[src/rtl/axi_route_pkg.sv]
// Route-FIFO types shared by the AXI W-channel router.
// AXI_WDATA_BEAT_CHK_EN adds the burst length to every route entry.
package axi_route_pkg;

  localparam int ROUTE_SEL_W = 8;

  // Sink entries are normalised to all-ones so the head decode
  // does not depend on NUM_SLAVES.
  localparam logic [ROUTE_SEL_W-1:0] SINK_SEL = '1;

  typedef struct packed {
    logic [ROUTE_SEL_W-1:0] sel;
`ifdef AXI_WDATA_BEAT_CHK_EN
    logic [7:0]             len;
`endif
  } route_entry_t;

  function automatic int sel_width(input int n);
    return $clog2(n + 1);
  endfunction

endpackage

[src/rtl/axi_wdata_router_if.sv]
// AW-decision, master W and slave W signals of the W-channel router.
// master: the bridge side driving the router; slave: the router itself.
interface axi_wdata_router_if
  import axi_route_pkg::*;
#(
  parameter int NUM_SLAVES = 3,
  parameter int DATA_W     = 32,
  parameter int STRB_W     = DATA_W / 8,
  parameter int SEL_W      = sel_width(NUM_SLAVES)
) ();

  logic                         aw_push;
  logic [SEL_W-1:0]             aw_sel;
  logic [7:0]                   aw_len;
  logic                         route_full;
  logic                         route_empty;

  logic [DATA_W-1:0]            m_wdata;
  logic [STRB_W-1:0]            m_wstrb;
  logic                         m_wlast;
  logic                         m_wvalid;
  logic                         m_wready;

  logic [NUM_SLAVES*DATA_W-1:0] s_wdata;
  logic [NUM_SLAVES*STRB_W-1:0] s_wstrb;
  logic [NUM_SLAVES-1:0]        s_wlast;
  logic [NUM_SLAVES-1:0]        s_wvalid;
  logic [NUM_SLAVES-1:0]        s_wready;

  logic                         err_wlast;

  modport master (
    output aw_push, aw_sel, aw_len,
    output m_wdata, m_wstrb, m_wlast, m_wvalid,
    output s_wready,
    input  route_full, route_empty,
    input  m_wready,
    input  s_wdata, s_wstrb, s_wlast, s_wvalid,
    input  err_wlast
  );

  modport slave (
    input  aw_push, aw_sel, aw_len,
    input  m_wdata, m_wstrb, m_wlast, m_wvalid,
    input  s_wready,
    output route_full, route_empty,
    output m_wready,
    output s_wdata, s_wstrb, s_wlast, s_wvalid,
    output err_wlast
  );

endinterface

[src/rtl/axi_route_fifo.sv]
// DEPTH-entry registered FIFO of route entries, no bypass.
// Full/empty come straight from the registered count.
module axi_route_fifo
  import axi_route_pkg::*;
#(
  parameter int DEPTH = 4
) (
  input  logic         clk,
  input  logic         rst,
  input  logic         push,
  input  route_entry_t din,
  input  logic         pop,
  output route_entry_t dout,
  output logic         full,
  output logic         empty
);

  localparam int PTR_W = $clog2(DEPTH);
  localparam int CNT_W = $clog2(DEPTH + 1);

  route_entry_t     mem [DEPTH];
  logic [PTR_W-1:0] wr_ptr;
  logic [PTR_W-1:0] rd_ptr;
  logic [CNT_W-1:0] count;
  logic             do_push;
  logic             do_pop;

  assign full    = count == CNT_W'(DEPTH);
  assign empty   = count == '0;
  assign do_push = push & ~full;
  assign do_pop  = pop & ~empty;
  assign dout    = mem[rd_ptr];

  always_ff @(posedge clk or negedge rst) begin
    if (!rst) begin
      wr_ptr <= '0;
      rd_ptr <= '0;
      count  <= '0;
    end else begin
      if (do_push)
        wr_ptr <= wr_ptr + PTR_W'(1);
      if (do_pop)
        rd_ptr <= rd_ptr + PTR_W'(1);
      unique case ({do_push, do_pop})
        2'b10:   count <= count + CNT_W'(1);
        2'b01:   count <= count - CNT_W'(1);
        default: count <= count;
      endcase
    end
  end

  always_ff @(posedge clk) begin
    if (do_push)
      mem[wr_ptr] <= din;
  end

endmodule

[src/rtl/axi_wdata_router.sv]
// W-channel demux steered by an in-order FIFO of AW decisions.
// Define AXI_WDATA_BEAT_CHK_EN to end bursts on AWLEN and flag WLAST errors.
module axi_wdata_router
  import axi_route_pkg::*;
#(
  parameter int NUM_SLAVES = 3,
  parameter int DATA_W     = 32,
  parameter int STRB_W     = DATA_W / 8,
  parameter int DEPTH      = 4,
  parameter int SEL_W      = sel_width(NUM_SLAVES)
) (
  input logic               clk,
  input logic               rst,
  axi_wdata_router_if.slave bus
);

  route_entry_t push_entry;
  route_entry_t head;
  logic         is_sink;
  logic         hs;
  logic         burst_end;
  logic         pop;

  always_comb begin
    push_entry = '0;
    if (bus.aw_sel >= SEL_W'(NUM_SLAVES))
      push_entry.sel = SINK_SEL;
    else
      push_entry.sel = ROUTE_SEL_W'(bus.aw_sel);
`ifdef AXI_WDATA_BEAT_CHK_EN
    push_entry.len = bus.aw_len;
`endif
  end

  axi_route_fifo #(
    .DEPTH (DEPTH)
  ) u_fifo (
    .clk   (clk),
    .rst   (rst),
    .push  (bus.aw_push),
    .din   (push_entry),
    .pop   (pop),
    .dout  (head),
    .full  (bus.route_full),
    .empty (bus.route_empty)
  );

  assign is_sink = head.sel == SINK_SEL;

  // Data and last are broadcast; only valid and strobe are steered.
  assign bus.s_wdata = {NUM_SLAVES{bus.m_wdata}};
  assign bus.s_wlast = {NUM_SLAVES{bus.m_wlast}};

  always_comb begin
    bus.s_wvalid = '0;
    bus.s_wstrb  = '1;
    bus.m_wready = 1'b0;
    if (!bus.route_empty) begin
      if (is_sink)
        bus.m_wready = 1'b1;
      for (int k = 0; k < NUM_SLAVES; k++) begin
        if (head.sel == ROUTE_SEL_W'(k)) begin
          bus.s_wvalid[k]                 = bus.m_wvalid;
          bus.s_wstrb[k*STRB_W +: STRB_W] = bus.m_wstrb;
          bus.m_wready                    = bus.s_wready[k];
        end
      end
    end
  end

  assign hs  = bus.m_wvalid & bus.m_wready;
  assign pop = hs & burst_end;

`ifdef AXI_WDATA_BEAT_CHK_EN
  logic [7:0] beat_cnt;
  logic       err_q;

  assign burst_end     = beat_cnt == head.len;
  assign bus.err_wlast = err_q;

  always_ff @(posedge clk or negedge rst) begin
    if (!rst) begin
      beat_cnt <= '0;
      err_q    <= 1'b0;
    end else begin
      err_q <= hs & (bus.m_wlast != burst_end);
      if (pop)
        beat_cnt <= '0;
      else if (hs)
        beat_cnt <= beat_cnt + 8'd1;
    end
  end
`else
  logic unused_len;

  assign unused_len    = ^bus.aw_len;
  assign burst_end     = bus.m_wlast;
  assign bus.err_wlast = 1'b0;
`endif

endmodule

[src/flat_wrapper.sv]
// flat-port wrapper written by rule: the top's interface ports become plain ports
module axi_wdata_router_flat import axi_route_pkg::*;
#(
  parameter int NUM_SLAVES = 3,
  parameter int DATA_W     = 32,
  parameter int STRB_W     = DATA_W / 8,
  parameter int DEPTH      = 4,
  parameter int SEL_W      = sel_width(NUM_SLAVES)
)
  (clk, rst, bus_aw_push, bus_aw_sel, bus_aw_len, bus_m_wdata, bus_m_wstrb, bus_m_wlast, bus_m_wvalid, bus_s_wready, bus_route_full, bus_route_empty, bus_m_wready, bus_s_wdata, bus_s_wstrb, bus_s_wlast, bus_s_wvalid, bus_err_wlast);
  axi_wdata_router_if #(.NUM_SLAVES(NUM_SLAVES), .DATA_W(DATA_W), .STRB_W(STRB_W), .SEL_W(SEL_W)) bus_i ();
  input logic clk;
  input logic rst;
  input wire logic [$bits(bus_i.aw_push)-1:0] bus_aw_push;
  input wire logic [$bits(bus_i.aw_sel)-1:0] bus_aw_sel;
  input wire logic [$bits(bus_i.aw_len)-1:0] bus_aw_len;
  input wire logic [$bits(bus_i.m_wdata)-1:0] bus_m_wdata;
  input wire logic [$bits(bus_i.m_wstrb)-1:0] bus_m_wstrb;
  input wire logic [$bits(bus_i.m_wlast)-1:0] bus_m_wlast;
  input wire logic [$bits(bus_i.m_wvalid)-1:0] bus_m_wvalid;
  input wire logic [$bits(bus_i.s_wready)-1:0] bus_s_wready;
  output wire logic [$bits(bus_i.route_full)-1:0] bus_route_full;
  output wire logic [$bits(bus_i.route_empty)-1:0] bus_route_empty;
  output wire logic [$bits(bus_i.m_wready)-1:0] bus_m_wready;
  output wire logic [$bits(bus_i.s_wdata)-1:0] bus_s_wdata;
  output wire logic [$bits(bus_i.s_wstrb)-1:0] bus_s_wstrb;
  output wire logic [$bits(bus_i.s_wlast)-1:0] bus_s_wlast;
  output wire logic [$bits(bus_i.s_wvalid)-1:0] bus_s_wvalid;
  output wire logic [$bits(bus_i.err_wlast)-1:0] bus_err_wlast;
  assign bus_i.aw_push = bus_aw_push;
  assign bus_i.aw_sel = bus_aw_sel;
  assign bus_i.aw_len = bus_aw_len;
  assign bus_i.m_wdata = bus_m_wdata;
  assign bus_i.m_wstrb = bus_m_wstrb;
  assign bus_i.m_wlast = bus_m_wlast;
  assign bus_i.m_wvalid = bus_m_wvalid;
  assign bus_i.s_wready = bus_s_wready;
  assign bus_route_full = bus_i.route_full;
  assign bus_route_empty = bus_i.route_empty;
  assign bus_m_wready = bus_i.m_wready;
  assign bus_s_wdata = bus_i.s_wdata;
  assign bus_s_wstrb = bus_i.s_wstrb;
  assign bus_s_wlast = bus_i.s_wlast;
  assign bus_s_wvalid = bus_i.s_wvalid;
  assign bus_err_wlast = bus_i.err_wlast;
  axi_wdata_router #(.NUM_SLAVES(NUM_SLAVES), .DATA_W(DATA_W), .STRB_W(STRB_W), .DEPTH(DEPTH), .SEL_W(SEL_W)) u_core (.clk(clk), .rst(rst), .bus(bus_i));
endmodule
[config.mk]
export PLATFORM = sky130hd
export DESIGN_NAME = axi_wdata_router_flat
export DESIGN_NICKNAME = d
export VERILOG_FILES = /design/src/rtl/axi_route_pkg.sv /design/src/rtl/axi_wdata_router_if.sv /design/src/rtl/axi_route_fifo.sv /design/src/rtl/axi_wdata_router.sv /design/src/flat_wrapper.sv
export SDC_FILE = /design/constraint.sdc
export NUM_CORES = 1
export LEC_CHECK = 0
export BUFFER_PORTS_ARGS = -buffer_cell sky130_fd_sc_hd__buf_2
export CORE_AREA = 8 8 100 66
export DETAILED_ROUTE_END_ITERATION = 10
export DIE_AREA = 0 0 108 74
export PLACE_DENSITY = 0.79
export SLEW_MARGIN = 10
export SYNTH_ARGS = -nofsm -noshare
export SYNTH_HDL_FRONTEND = slang
export SYNTH_SLANG_ARGS = --single-unit
[constraint.sdc]
create_clock -name clk -period 3.55 [get_ports clk]
set_input_delay 0.1775 -clock clk [delete_from_list [all_inputs] [get_ports clk]]
set_output_delay 0.1775 -clock clk [all_outputs]
set_load 0.01 [all_outputs]
# Word-level counts from Yosys, hierarchy flattened
# Memory sizes are Yosys's and may differ from the RTL's.
# Index checks and enable logic that the tools add are counted.
# W data, S select, Z words.
dict set report word_totals {
  regBits 7
  latch_bits 0
  memories 1
  word_cells 41
  mem_bits_rw 32
  romBits 0
  input_bits 54
  output_inout_bits 118
}
dict set report op_classes {
  n_addsub 4
  shift 0
  n_reduce_logical 3
  n_mux 17
  div_mod_pow 0
  bitwise 6
  magnitude_cmp 1
  n_eq_ne 6
  mul 0
}
# memory depth width rd rd_ports_with_merged_regs wr line_no
set memory_table {}
lappend memory_table {u_core.u_fifo.mem 4 8 1 0 1 axi_route_fifo.sv:21} ;# route_entry_t mem [DEPTH];
# operator n
set op_table {}
lappend op_table {{$mux W12} 1}
lappend op_table {{$mux W4} 3}
lappend op_table {{$mux W1} 10}
lappend op_table {{$eq A8 B1 Y1 const B} 1}
lappend op_table {{$eq A8 B2 Y1 const B} 1}
lappend op_table {{$eq A8 B8 Y1 const B} 1}
lappend op_table {{$logic_not A8 Y1} 1}
lappend op_table {{$mux W8} 1}
lappend op_table {{$pmux W3 S2} 1}
lappend op_table {{$add A2 B1 Y2 const B} 2}
lappend op_table {{$and A1 B1 Y1} 4}
lappend op_table {{$add A3 B1 Y3 const B} 1}
lappend op_table {{$eq A3 B3 Y1 const B} 1}
lappend op_table {{$logic_not A3 Y1} 1}
lappend op_table {{$mux W3} 1}
lappend op_table {{$sub A3 B1 Y3 const B} 1}
lappend op_table {{$eq A2 B1 Y1 const B} 1}
lappend op_table {{$eq A2 B2 Y1 const B} 1}
lappend op_table {{$ge A2 B2 Y1 const B} 1}
lappend op_table {{$not A1 Y1} 2}
lappend op_table {{$reduce_bool A2 Y1} 1}

# Depth between registers and ports, before layout
# An unclocked memory read counts as a cell.
dict set report logic_depth {
  ltp_word 12
  depth_mapped 11
  depth_no_buf 10
}

# Hierarchy
# From an unflattened synthesis, not the netlist that was laid out.
dict set report unflattened {
  hier_cells 220
  area_unflattened_um2 2597.5
}
# module instances cells_each seq_area_each_um2 area_each_um2
set modules_own_cells {}
lappend modules_own_cells {axi_route_fifo 1 79 1136.1 1592.8}
lappend modules_own_cells {axi_wdata_router 1 141 0.0 1004.7}

# Worst setup path before layout
# No wires, ideal clock.
dict set report synth_path {
  kind {register to register}
  startpoint {reg u_core.u_fifo.rd_ptr[0]}
  endpoint {reg u_core.u_fifo.count[2]}
  t_required_ps 3471
  slack_ps 922
  n_path_buf 1
  setup_time_ps 79
  t_arrival_ps 2549
  synth_period_minus_slack_ps 2628
  path_stages_with_launch 12
  path_cell_list {dfrtp_1 > buf_6 > mux4_2 > xnor2_1 > a221oi_2 > a211oi_2 > ha_1 > inv_1 > fa_1 > xor2_1 > nor2_1 > xor2_1}
}
dict set report synth_via {
  elab_chain_cells 12
  word_cells_on_any_way 17
  cone_classes {eq/ne (5); mux (6); bitwise (3); reduce/logical (2); memory (1)}
}
# item line_no
set synth_lines {}
lappend synth_lines {{start, declared} axi_route_fifo.sv:23} ;# logic [PTR_W-1:0] rd_ptr;
lappend synth_lines {{start signal, assigned} axi_route_fifo.sv:43} ;# rd_ptr <= rd_ptr + PTR_W'(1);
lappend synth_lines {{$mem_v2 Z4 W8 (*)} n/a}
lappend synth_lines {{$eq A8 B8 Y1} axi_wdata_router.sv:48} ;# assign is_sink = head.sel == SINK_SEL;
lappend synth_lines {{$mux W1} axi_wdata_router.sv:59} ;# if (is_sink)
lappend synth_lines {{$mux W1 (2 in series)} axi_wdata_router.sv:62} ;# if (head.sel == ROUTE_SEL_W'(k)) begin
lappend synth_lines {{$mux W1 (*)} axi_wdata_router.sv:62}
lappend synth_lines {{$mux W1 (*)} axi_wdata_router.sv:58} ;# if (!bus.route_empty) begin
lappend synth_lines {{$and A1 B1 Y1 (*)} axi_wdata_router.sv:71} ;# assign hs = bus.m_wvalid & bus.m_wready;
lappend synth_lines {{$and A1 B1 Y1 (*)} axi_wdata_router.sv:72} ;# assign pop = hs & burst_end;
lappend synth_lines {{$and A1 B1 Y1 (*)} axi_route_fifo.sv:31} ;# assign do_pop = pop & ~empty;
lappend synth_lines {{via u_core.u_fifo.do_pop} axi_route_fifo.sv:26} ;# logic do_pop;
lappend synth_lines {{$eq A2 B1 Y1 / $eq A2 B2 Y1 (equally long branches)} axi_route_fifo.sv:44} ;# unique case ({do_push, do_pop})
lappend synth_lines {{$pmux W3 S2 / $reduce_bool A2 Y1 (equally long branches)} n/a}
lappend synth_lines {{end signal, assigned} axi_route_fifo.sv:45} ;# 2'b10: count <= count + CNT_W'(1);
lappend synth_lines {{end signal, assigned} axi_route_fifo.sv:46} ;# 2'b01: count <= count - CNT_W'(1);
lappend synth_lines {{end signal, assigned} axi_route_fifo.sv:47} ;# default: count <= count;
lappend synth_lines {{end, declared} axi_route_fifo.sv:24} ;# logic [CNT_W-1:0] count;
# The timed path passes the listed nets; every way through them passes the cells marked *.
# A chain may end at the register's enable or synchronous reset.

# Final worst setup path
# Ends and elaborated chain as after synthesis.

==> results.py <==
metrics = {
    "sta": {
        "fin_tns_setup_ps": 0,
        "worstMarginPinSlew_ps": 601.0,
        "finClkSkew_ps": 1.266,
        "hold_viol": 0,
        "max_freq_mhz": 342.7,
        "setup_viol": 0,
        "hold_slack_ps": 169.1,
        "slew_headroom_pct": 59.62,
        "fin_crit_sh_pct": 82.21,
        "fin_crit_ps": 2918,
        "rsz0062_at_grt": "no",
        "slew_viol_final": 0,
    },
    "setup_path": {
        "critPathLaunchType": "flop",
        "required_ps": 3720,
        "reg2reg_slack_ps": 630,
        "r2r_cells": 10,
        "worstPathArrival_ps": 3090,
        "crit_fanout": 5,
        "criticalPathCategory": "reg2reg",
        "r2r_end": "u_core.u_fifo.count[2]",
        "r2r-start": "u_core.u_fifo.rd_ptr[0]",
        "endpoint_kind": "flop",
    },
    "pwr": {
        "peakVddDrop_mv": 0.2222,
        "finalPower_w": 0.001012,
        "power_leakage_nw": 0.5655,
        "p_per_area_nw_per_um2": 750.1,
    },
    "die": {
        "row_count": 21,
        "die_w_um": 108,
        "start_util_pct": 34.63,
        "coreArea_um2": 5229,
        "die_h_um": 74,
        "dieArea_um2": 7992,
        "io_pins": 172,
    },
    "logic_synthesis": {
        "synth_top_area_share_pct": 41.47,
        "synth_edf_count": 12,
        "synth_nets": 252,
        "synth.most_common_cell": "buf_4",
        "yosysWarnings": 0,
        "synth_ff_type": "edfxtp_1",
        "synth_area_leaders": "buf_4 41%, edfxtp_1 20%, dfrtp_1 9.7%",
        "syn-instance-count": 192,
        "seq_area_frac_synth_pct": 29.58,
        "synth_top_area_cell": "buf_4",
        "synthArstFlopShare_pct": 36.84,
        "synth_seq_cells": 19,
        "synthDistinctLibCells": 26,
        "syn_area_per_cell_um2": 9.430,
        "syn_area_um2": 1810,
        "synth_common_cells": "100 x buf_4, 14 x nand2_1, 12 x edfxtp_1, 8 x inv_1",
    },
    "finish": {
        "multi_input_area_um2": 471.7,
        "utilization_pct": 25.80,
        "area_delta_synth_final_pct": -25.50,
        "drive_above_1_share_pct": 35.43,
        "seqCellArea_um2": 535.5,
        "nets": 188,
        "fill_cells": 574,
        "diodes": 0,
    },
    "worst_hold_path": {
        "hold_depth": 1,
        "holdPathEnd": "u_core.u_fifo.mem[0][1]",
        "min_from": "bus_aw_sel[1]",
        "hp-class": "in2reg",
    },
    "clocking": {
        "hold_buffers": 1,
        "cts.sinks": 19,
        "cts_buffers": 3,
        "tritoncts": "yes",
        "insertion_delay_ps": 250,
        "path_clk_slew_ps": 70,
        "clockRootBuffer": "clkbuf_8",
        "cts-resized-gates": 0,
        "htreeDepth": 1,
        "post_cts_buffers": 0,
        "ctsLongestPathBuffers": 2,
    },
    "global_route": {
        "grt_max_degree": 11,
        "grt-ovfl-total": 0,
        "grt_pass1_vias": 915,
        "grt_first_pass_wirelength_mm": 4.629,
        "antenna_found_initial": 0,
        "track_usage_pct": 7.336,
    },
    "routing": {
        "vias_per_cell": 4.143,
        "drc": 0,
        "num_vias": 812,
        "routed_wl_mm": 3.044,
        "dr.pass1.iters": 3,
        "wl_per_cell_um": 15.53,
        "postRouteAntennaNets": 0,
        "drt-initial-drc-count": 14,
    },
    "run_status": {
        "outcome": "complete, no violations",
    },
    "placement": {
        "numPortBuffers": 34,
        "gp_congestion": 0.7262,
        "dp.final_hpwl_mm": 2.598,
    },
    "job": {
        "cap_violations": 0,
    },
}
## layout make-up
cell class | count | share of cell area (%)
inverters | 8 | 2.226
multi-input cells | 61 | 34.97
well taps | 69 | 6.401
flip-flops and latches | 19 | 39.70
repair buffers | 35 | 13.36
clock buffers | 4 | 3.340
## state kept, by name (all words and copies together) (netlist names)
register,cells
u_core.u_fifo.count,3
u_core.u_fifo.mem,12
u_core.u_fifo.rd_ptr,2
u_core.u_fifo.wr_ptr,2
## logic make-up (layout without fill, tap and decap cells)
family / after synthesis / in the layout / share of synthesized area, %
AO/OA/AOI/OAI: 6 / 6 / 3.317
XOR/XNOR: 7 / 7 / 3.386
adder cells (fa/ha/maj): 6 / 6 / 4.561
buffers and inverters: 112 / 47 / 44.37
flip-flops: 19 / 19 / 29.58
multiplexers: 3 / 3 / 3.732
other: 1 / 1 / 0.2071
AND/OR/NAND/NOR: 38 / 38 / 10.85
## report_power, final
part	switching [W]	total [W]	internal, W
clock network	0.0000637	0.000143	0.0000795
registers	0.0000536	0.000363	0.000309
logic	0.000292	0.000506	0.000214
total	0.000409	0.00101	0.000603
## how the worst max path moves through the flow
stage / startpoint / end / slack, ps
3_5_place_dp: u_core.u_fifo.rd_ptr[0] / u_core.u_fifo.count[2] / 630
5_1_grt: u_core.u_fifo.rd_ptr[0] / u_core.u_fifo.count[2] / 420
4_1_cts: u_core.u_fifo.rd_ptr[0] / u_core.u_fifo.count[2] / 590
2_1_floorplan: u_core.u_fifo.rd_ptr[0] / u_core.u_fifo.count[2] / 920
6_report: u_core.u_fifo.rd_ptr[0] / u_core.u_fifo.count[2] / 630
3_3_place_gp: u_core.u_fifo.rd_ptr[0] / u_core.u_fifo.count[2] / 690
## layout by cell type (no fill, tap or decap), drive strengths merged, types with 2 or more instances in the layout
cell type  count
nand3          2
inv            8
buf           34
ha             5
and2           7
nand2         14
mux4           3
clkbuf         4
edfxtp        12
a211oi         2
xor2           4
o21ai          2
and3           4
nor2           6
xnor2          3
nor3b          2
dfrtp          7
## worst max-delay path: stages, from the launching register on
cell and delay, ps:
dfrtp_1 500, mux4_2 620, xnor2_1 210, a221oi_2 110, a211oi_2 320, ha_1 250
inv_1 60, fa_1 370, xor2_1 150, nor2_1 110, xor2_1 150
## metrics by stage
stage / instance area [um^2] / instances / setup WS (ps)
after floorplan: 1810 / 192 / 921.8
after global placement: 1294 / 191 / 691.5
after detailed placement: 1294 / 191 / 625.8
after CTS: 1349 / 196 / 588.0
after global routing: 1349 / 196 / 424.6
final: 1349 / 196 / 631.6
## metal layers
layer	track usage [%]	share of wire, %	up-vias
met5	0	0	-
met3	5.277	16	23
met4	4.587	3.8	0
li1	-	-	380
met2	10.44	43	59
met1	7.696	37	350
No activity file was read; power rests on OpenSTA's default activity.
